## src/rtl/ej32_div_seq.sv

```systemverilog
// ej32_div_seq: sequenced radix-2 signed divider (idiv/irem) with a busy/done handshake
module ej32_div_seq #(
  parameter int DSZ = 32
) (
  input  logic           clk,
  input  logic           rst_n,
  input  logic           start,
  input  logic           op,
  input  logic [DSZ-1:0] x,
  input  logic [DSZ-1:0] y,
  input  logic           abort,
  output logic           busy,
  output logic           done,
  output logic           dz,
  output logic [DSZ-1:0] r
);
  localparam int CW = $clog2(DSZ);
  typedef enum logic [2:0] {IDLE, PREP, CALC, FIX, DONE} state_t;
  state_t st;
  logic op_q, sign_q, sign_r;
  logic [DSZ-1:0] x_q, y_q, quo, my, ax, ay, q_fix, r_fix;
  logic [DSZ:0] rem, rem_sh;
  logic [CW-1:0] cnt;
  logic ge;
  always_comb begin
    ax = x_q[DSZ-1] ? -x_q : x_q;
    ay = y_q[DSZ-1] ? -y_q : y_q;
    rem_sh = {rem[DSZ-1:0], quo[DSZ-1]};
    ge = rem_sh >= {1'b0, my};
    q_fix = sign_q ? -quo : quo;
    r_fix = sign_r ? -rem[DSZ-1:0] : rem[DSZ-1:0];
  end
  // The quotient register starts as |x| and has quotient bits shifted in as dividend bits shift out.
  always_ff @(posedge clk or negedge rst_n) begin
    if (!rst_n) begin
      st <= IDLE;
      busy <= 1'b0;
      done <= 1'b0;
      dz <= 1'b0;
      r <= '0;
      op_q <= 1'b0;
      sign_q <= 1'b0;
      sign_r <= 1'b0;
      x_q <= '0;
      y_q <= '0;
      quo <= '0;
      my <= '0;
      rem <= '0;
      cnt <= '0;
    end else if (abort) begin
      st <= IDLE;
      busy <= 1'b0;
      done <= 1'b0;
    end else begin
      done <= 1'b0;
      case (st)
        IDLE, DONE: begin
          st <= start ? PREP : IDLE;
          if (start) begin
            op_q <= op;
            x_q <= x;
            y_q <= y;
            dz <= 1'b0;
            busy <= 1'b1;
          end
        end
        PREP: begin
          sign_q <= x_q[DSZ-1] ^ y_q[DSZ-1];
          sign_r <= x_q[DSZ-1];
          quo <= ax;
          my <= ay;
          rem <= '0;
          cnt <= CW'(DSZ - 1);
          st <= (y_q == '0) ? DONE : CALC;
          if (y_q == '0) begin
            dz <= 1'b1;
            r <= '0;
            done <= 1'b1;
            busy <= 1'b0;
          end
        end
        CALC: begin
          rem <= ge ? rem_sh - {1'b0, my} : rem_sh;
          quo <= {quo[DSZ-2:0], ge};
          cnt <= cnt - 1'b1;
          st <= (cnt == '0) ? FIX : CALC;
        end
        FIX: begin
          r <= op_q ? r_fix : q_fix;
          done <= 1'b1;
          busy <= 1'b0;
          st <= DONE;
        end
        default: st <= IDLE;
      endcase
    end
  end
endmodule

```

## config.mk

```make
export PLATFORM = sky130hd
export DESIGN_NAME = ej32_div_seq
export DESIGN_NICKNAME = d
export VERILOG_FILES = /design/src/rtl/ej32_div_seq.sv
export SDC_FILE = /design/constraint.sdc
export NUM_CORES = 1
export LEC_CHECK = 0
export CORE_MARGIN = 4
export CORE_UTILIZATION = 40
export CTS_BUF_LIST = sky130_fd_sc_hd__clkbuf_4 sky130_fd_sc_hd__clkbuf_8
export CTS_CLUSTER_SIZE = 12
export DETAILED_ROUTE_END_ITERATION = 10
export HOLD_SLACK_MARGIN = 0.1
export MAX_ROUTING_LAYER = met4
export SYNTH_ARGS = -nofsm -noshare
export SYNTH_HDL_FRONTEND = slang
export SYNTH_SLANG_ARGS = --single-unit
export TNS_END_PERCENT = 20
```

## constraint.sdc

```tcl
create_clock -name clk -period 4.7 [get_ports clk]
set_clock_uncertainty 0.1 [all_clocks]
set_input_delay 0.94 -clock clk [delete_from_list [all_inputs] [get_ports clk]]
set_output_delay 0.94 -clock clk [all_outputs]
set_load 0.02 [all_outputs]
```

=== Word-level counts from Yosys, hierarchy flattened ===
Index checks and enable logic that the tools add are counted.
W data, S select, Z words.

* Bits in registers: 206
* Word-level logic and storage cells: 71
* Output and inout port bits: 35
* Input port bits: 69

* Reduce and logical (&&, ||, !) cells: 14
* Add/sub/neg operators: 6
* Bitwise logic cells: 2
* Equal/unequal tests: 8
* Muxes and demuxes: 26
* Magnitude comparators: 1

{| class="wikitable"
|+ Operator list
! cell !! count
|-
| $mux W32 || 7
|-
| $pmux W32 S2 || 3
|-
| $neg A32 Y32 || 4
|-
| $ge A33 B32 Y1 || 1
|-
| $logic_not A32 Y1 || 1
|-
| $sub A32 B32 Y32 || 1
|-
| $pmux W3 S4 || 1
|-
| $pmux W5 S2 || 1
|-
| $mux W1 || 9
|-
| $reduce_and A3 Y1 || 3
|-
| $eq A3 B2 Y1 const B || 2
|-
| $mux W3 || 2
|-
| $ne A3 B3 Y1 const B || 2
|-
| $reduce_bool A2 Y1 || 3
|-
| $logic_not A5 Y1 || 1
|-
| $sub A5 B1 Y5 const B || 1
|-
| $ne A2 B2 Y1 const B || 2
|-
| $pmux W1 S2 || 2
|-
| $reduce_and A2 Y1 || 2
|-
| $reduce_and A4 Y1 || 1
|-
| $reduce_bool A4 Y1 || 1
|-
| $eq A3 B1 Y1 const B || 1
|-
| $eq A3 B3 Y1 const B || 1
|-
| $logic_not A3 Y1 || 1
|-
| other kinds (4) || 4
|}

=== Logic depth before layout (Yosys ltp) ===
Gate-level depths: netlist (run 1).

* Word-level depth: 4
* Depth in mapped cells: 12
* Mapped depth without buffers: 12

=== Worst setup path after synthesis (run 1) ===
Ideal clock, no wire load.

* Path kind: flip-flop to flip-flop
* Start: reg rem[15]
* End: reg rem[17]
* Cell stages (with the launch flop): 11
* Required time: 4.523 ns
* Arrival time: 3.011 ns
* Period minus slack after synthesis: 3.189 ns
* Buffers on the path: 1
* Slack: 1.511 ns
* Library setup time: 0.077 ns
* Cell sequence: dfrtp_1 -> ha_1 -> a21oi_1 -> o21ai_0 -> a22o_1 -> or4_1 -> o21ai_1 -> o311a_1 -> clkbuf_1 -> a21oi_1 -> a21oi_1

* Longest elaborated chain between the ends: 3
* Elaborated cells on any way between the ends: 4
* Classes of those cells: add/sub: 1; order compare: 1; mux: 2

{| class="wikitable"
|+ RTL lines
! element !! line !! text
|-
| start, declared || 22 || <nowiki>logic [DSZ:0] rem, rem_sh;</nowiki>
|-
| start signal, assigned || 83 || <nowiki>rem <= ge ? rem_sh - {1'b0, my} : rem_sh;</nowiki>
|-
| $sub A32 B32 Y32 / $ge A33 B32 Y1 (equally long branches) || 83, 29 ||
|-
| $mux W32 * || 83 ||
|-
| $pmux W32 S2 * || 56 || <nowiki>case (st)</nowiki>
|}

Every way passes the cells marked *; elsewhere a longest branch is shown, timed or not.
A chain may end at the register's enable or synchronous reset.

=== Worst setup path after layout (run 1) ===
* Start: reg rem[18]
* End: reg rem[11]

* Longest elaborated chain between the ends: 3

{| class="wikitable"
|+ RTL lines
! element !! line !! text
|-
| $ge A33 B32 Y1 || 29 || <nowiki>ge = rem_sh >= {1'b0, my};</nowiki>
|-
| $mux W32 || 83 ||
|-
| $pmux W32 S2 || 56 ||
|}

Every way passes these cells.

==> results.toml, run 1 <==
[power]
leakagePower_nw = 6.41
power_density_mw_per_mm2 = 723
max-vdd-ir-drop_v = 0.000312
p_total_mw = 10.9

[placed_design]
placed_cell_area_mm2 = 0.0142
gp_congestion = 0.966
port_buffers = 103
place_hpwl_um = 26300

[job]
maxCapViolations = 0

[clock_network]
numCtsBuffers = 39
cts-root-buf = "clkbuf_8"
htree_levels = 2
post_cts_resized = 0
clock_latency_ns = 0.55
cts_setup_buffers = 0
clkSinkCount = 206
clockBufferDepth = 3
clk_pin_slew_ns = 0.06
cts_tree = "done"
holdBufCountCts = 0

[cells_and_area]
nNetsFinal = 1617
fin_area_mm2 = 0.0150
syn_to_final_growth_pct = 17.7
layout-drive-gt1-share_pct = 11.4
antenna_cells = 0

[global_route]
grt_pass1_wl_um = 57900
antenna_found_initial = 0
grt_pass1_vias = 10292
globalRoute.totalOverflow = 0
grt_max_degree = 97
grtUsageTotal_pct = 20.6

[synth]
ys_async_sr_fraction_pct = 100
syn_avg_cell_area_um2 = 9.02
netlist-cell-type-count = 67
synth_nets = 1525
ys.flop_type = "dfrtp_1"
ys_ff_latch = 206
synthesis.area_mm2 = 0.0128
synth_cells = 1418
ys_warn_count = 0
synth_edf_count = 0
yosysSeqAreaShare_pct = 40.3

[worst_setup_path]
critPathLaunchType = "flip-flop"
worstReg2RegStart = "rem[18]$_DFFE_PN0P_"
critPathKind = "flip-flop to flip-flop"
end_kind = "flip-flop"
worstPathMaxFanout = 16
r2r_cells = 11
worstReg2RegEnd = "rem[11]$_DFFE_PN0P_"
regToRegSetupSlack_ns = 1.17
critPathArrivalTime_ns = 3.83
critPathRequiredTime_ns = 5.00

[route]
vias = 10871
viasPerCell = 5.60
avgRoutedWirePerCell_um = 18.4
drc = 0
routed_wl_um = 35800
ant_nets = 0
first_pass_iters = 5
initialDrtViolationCount = 850

[sta]
hold_viol = 0
slew_violations = 0
fmax_ghz = 0.283
finalSetupViolCount = 0
min_period_over_period_pct = 75.1
worst_pin_slew_ns = 1.07
setup_tns_ns = 0
fin_crit_ns = 3.53
rsz0062_at_grt = "false"
maxSlewHeadroom_pct = 28.4

[floorplan]
io_pins = 104
die_h_um = 187
dieWidth_um = 187
start_util_pct = 40.5
row_count = 65
design.core.area_mm2 = 0.0316
dieArea_mm2 = 0.0349

[status]
status = "completed"

[worst_hold_path]
holdCritPathClass = "input pin to async pin"
worst max-delay path: stages, from the launching register on:
cell      delay (ns)
dfrtp_1         0.47
ha_1            0.43
nand2_1         0.14
nor3_1          0.41
nand2_1         0.10
o211ai_1        0.24
o21ai_1         0.11
buf_4           0.17
o311ai_4        0.64
buf_12          0.26
mux2i_1         0.21
o21ai_0         0.11
cell usage in the layout, fill, tap and decap left out, drive strengths merged, types with 7 or more instances in the layout:
master         count
dfrtp            206
o21ai            176
nand2            172
clkdlybuf4s50    102
xor2              92
a21oi             89
nor2              83
clkbuf            63
inv               62
mux2              60
xnor2             53
ha                37
o31ai             36
mux2i             26
or4               24
or3               23
buf               22
nand3             18
nor3              18
o41ai             17
a21o              14
nand4             10
o211ai            10
a22o              10
nor4              10
or2               10
a32oi              8
nand2b             7
nor2b              7
how the worst max path moves through the flow:
stage	cells after the start	startpoint	slack, ns	to
6_report	11	rem[18]$_DFFE_PN0P_	1.17	rem[11]$_DFFE_PN0P_
5_1_grt	11	rem[13]$_DFFE_PN0P_	0.89	rem[11]$_DFFE_PN0P_
4_1_cts	11	rem[11]$_DFFE_PN0P_	1.18	rem[26]$_DFFE_PN0P_
3_5_place_dp	8	abort	1.03	rem[11]$_DFFE_PN0P_
3_3_place_gp	7	abort	1.09	quo[2]$_DFFE_PN0P_
2_1_floorplan	10	rem[15]$_DFFE_PN0P_	1.51	rem[17]$_DFFE_PN0P_
state kept, by name, indices dropped and copies added (netlist names):
register,flops
y_q,32
r,32
cnt,5
done,1
sign_q,1
my,32
rem,32
dz,1
st,3
quo,32
busy,1
x_q,32
op_q,1
sign_r,1
metrics by stage:
step | utilization (%) | std cells | setup WS, ns | hold WS [ns]
final | 47.7 | 1940 | 1.17 | 0.375
after global routing | 47.7 | 1940 | 0.891 | 0.398
after CTS | 47.7 | 1940 | 1.18 | 0.383
after detailed placement | 45.1 | 1871 | 1.03 | 0.371
after global placement | 45.1 | 1871 | 1.09 | 0.365
after floorplan | - | 1418 | 1.51 | 0.350
logic make-up after synthesis:
family | share of synthesized area [%]
AOI/OAI and AO/OA | 19.9
muxes | 7.32
buffers and inverters | 4.18
xor gates and xnor gates | 9.93
adders and majority gates | 3.78
DFF | 40.3
and+or+nand+nor | 14.6
report_power, final:
| part | switching, mW | internal, mW | total, mW | leakage (nW) |
|---|---|---|---|---|
| registers | 0.867 | 2.39 | 3.26 | 2.57 |
| logic | 3.27 | 2.49 | 5.75 | 3.40 |
| clock network | 0.799 | 1.07 | 1.87 | 0.444 |
synth_stat cells, drive strengths merged (5+ instances only):
library cell  number  area share (%)
nand3             18            0.70
or3               23             1.2
nand4             10            0.49
mux2i             26             2.0
a22oi              6            0.35
nor3              18            0.70
o21bai             6            0.35
a21o              14            0.82
a31oi              6            0.29
o41ai             17             1.2
o21ai            176             6.9
a21oi             89             3.5
buf                8            0.45
nor4              10            0.59
or4               24             1.5
inv               61             1.8
xnor2             53             3.6
ha                37             3.6
o31ai             36             2.1
nand2            172             5.1
a211oi             6            0.35
a32oi              8            0.55
a221o              5            0.39
clkbuf            66             1.9
nor2              83             2.5
o211ai            10            0.59
nand2b             7            0.34
mux2              60             5.3
or2               10            0.49
xor2              92             6.3
dfrtp            206              40
a22o              10            0.69
nor2b              7            0.34
layout make-up:
class / instances / area (µm²)
inverter: 61 / 229
clock inverter: 7 / 41.3
sequential: 206 / 5150
timing repair buffer: 125 / 1210
tap: 402 / 503
multi-input combinational: 1077 / 7120
clock buffer: 62 / 791
fill: 2989 / 16500
layer usage:
layer | part of all wire, % | vias to the layer above | global-route usage (%)
met3 | 5.4 | 58 | 3.31
li1 | - | 5263 | -
met4 | 2.4 | 0 | 5.12
met1 | 49 | 5227 | 30.4
met2 | 43 | 323 | 29.7
met5 | 0 | - | -
No activity file was read; power rests on OpenSTA's default activity.
==> run 2, diff against run 1 <==
==> constraint.sdc (replaced) <==
create_clock -name clk -period 3.7 [get_ports clk]
set_clock_uncertainty 0.1 [all_clocks]
set_input_delay 0.74 -clock clk [delete_from_list [all_inputs] [get_ports clk]]
set_output_delay 0.74 -clock clk [all_outputs]
set_load 0.02 [all_outputs]
==> results.toml, run 2 (same netlist as run 1, synthesis figures left out) <==
[placed_design]
placed_cell_area_mm2 = 0.0144
port_buffers = 103
place_inst = 1886
post-place-ws_ns = 0.337
place_hpwl_um = 26600
gp_congestion = 0.917

[worst_setup_path]
cp_cell_sequence = "ha_1 > nand2_1 > nor3_1 > nand2_1 > o211ai_1 > o21ai_1 > o311a_1 > or3b_2 > a21oi_1"
slowest_delay_ns = 0.59
regToRegSetupSlack_ns = 0.30
crit_path_frequent_cell = "nand2_1"
end_kind = "flip-flop"
r2r_cells = 9
critical-path-slowest-cell = "o311a_1"
critPathRequiredTime_ns = 4.07
critPathLaunchType = "flip-flop"
critPathKind = "flip-flop to flip-flop"
critPathArrivalTime_ns = 3.77
worstPathMaxFanout = 14

[global_route]
grtUsageTotal_pct = 20.7
grt_pass1_vias = 10492
antenna_found_initial = 0
globalRoute.totalOverflow = 0
grt_pass1_wl_um = 58400
grt_max_degree = 88

[route]
viasPerCell = 5.56
drc = 0
avgRoutedWirePerCell_um = 18.2
routed_wl_um = 35500
initialDrtViolationCount = 674
vias = 10883
ant_nets = 0
first_pass_iters = 5

[power]
power_density_mw_per_mm2 = 912
clkPwrFrac_pct = 17.1
internal-power_mw = 7.60
pwr-share-seq_pct = 29.2
max-vdd-ir-drop_v = 0.000457
p_sw_share_pct = 45.2
comb_power_share_pct = 53.7
leakagePower_nw = 6.50
p_sw_mw = 6.27

[floorplan]
dieArea_mm2 = 0.0349
design.core.area_mm2 = 0.0316
die_h_um = 187
io_pins = 104
start_util_pct = 40.5
row_count = 65
dieWidth_um = 187

[sta]
fin_hold_ws_ns = 0.142
worst_pin_slew_ns = 0.963
worst_slack_ns = 0.296
hold_viol = 0
maxSlewHeadroom_pct = 35.8
fin_crit_ns = 3.40
rsz0062_at_grt = "false"
finalSetupViolCount = 0
setup_tns_ns = 0
fmax_ghz = 0.294
min_period_over_period_pct = 92.0
slew_violations = 0

[cells_and_area]
antenna_cells = 0
layout-drive-gt1-share_pct = 12.4
final_cell_count_no_fill = 1957
final_cell_mix = "dfrtp_1, nand2_1, o21ai_0, clkdlybuf4s50_1, xor2_1"
fillers = 3056
nNetsFinal = 1633
final_common_cell = "dfrtp_1"
syn_to_final_growth_pct = 18.9
fin_area_mm2 = 0.0152

[worst_hold_path]
holdCritPathClass = "input pin to async pin"

[status]
status = "completed"

[clock_network]
clkSinkCount = 206
cts-root-buf = "clkbuf_8"
htree_levels = 2
clockBufferDepth = 3
clk_pin_slew_ns = 0.06
numCtsBuffers = 40
cts_tree = "done"
holdBufCountCts = 0
clock_latency_ns = 0.55
cts_setup_buffers = 0
post_cts_resized = 0

[job]
maxCapViolations = 0
run 2: stage by stage:
stage	power (mW)	util (%)
after floorplan	9.09	-
after global placement	11.4	45.5
after CTS	13.9	48.2
after global routing	15.0	48.2
after detailed placement	11.5	45.5
final	13.9	48.2
run 2: worst paths after layout:
check	startpoint	to
max in group asynchronous	rst_n	my[23]$_DFFE_PN0P_
setup reg to reg	rem[18]$_DFFE_PN0P_	rem[24]$_DFFE_PN0P_
hold / removal	rst_n	quo[11]$_DFFE_PN0P_
setup / recovery	rem[18]$_DFFE_PN0P_	rem[24]$_DFFE_PN0P_
min in group clk	my[18]$_DFFE_PN0P_	my[18]$_DFFE_PN0P_
hold reg to reg	my[18]$_DFFE_PN0P_	my[18]$_DFFE_PN0P_
run 2: area by class of cell:
| cell class | instances | area (µm²) | area share [%] |
|---|---|---|---|
| timing repair buffer | 140 | 1360 | 8.96 |
| multi-input combinational | 1077 | 7120 | 46.8 |
| tap | 402 | 503 | 3.31 |
| clock inverter | 9 | 57.6 | 0.379 |
| inverter | 61 | 229 | 1.51 |
| clock buffer | 62 | 778 | 5.12 |
| sequential | 206 | 5150 | 33.9 |
run 2: critical path, delay by kind of cell, from the launching register on:
family                   cells  cell delay, ns
adder cells (fa/ha/maj)      1            0.42
AND/OR/NAND/NOR              4            1.18
AO/OA/AOI/OAI                4            1.16
flip-flops                   1            0.47
run 2: per-layer routing:
metal  vias up  GRT usage [%]  wire (µm)
li1       5297              -          -
met1      5242           30.1      17500
met2       280           30.8      15600
met4         0           4.98        754
met5         -              -          0
met3        64           2.97       1690
run 2: power by group through the flow:
stage          Clock [mW]  Sequential (mW)  Combinational [mW]
3_5_place_dp            0             4.08                7.40
5_1_grt              2.56             4.18                8.28
6_report             2.37             4.05                7.45
3_3_place_gp            0             4.04                7.37
2_1_floorplan           0             3.91                5.18
4_1_cts              2.45             4.04                7.44
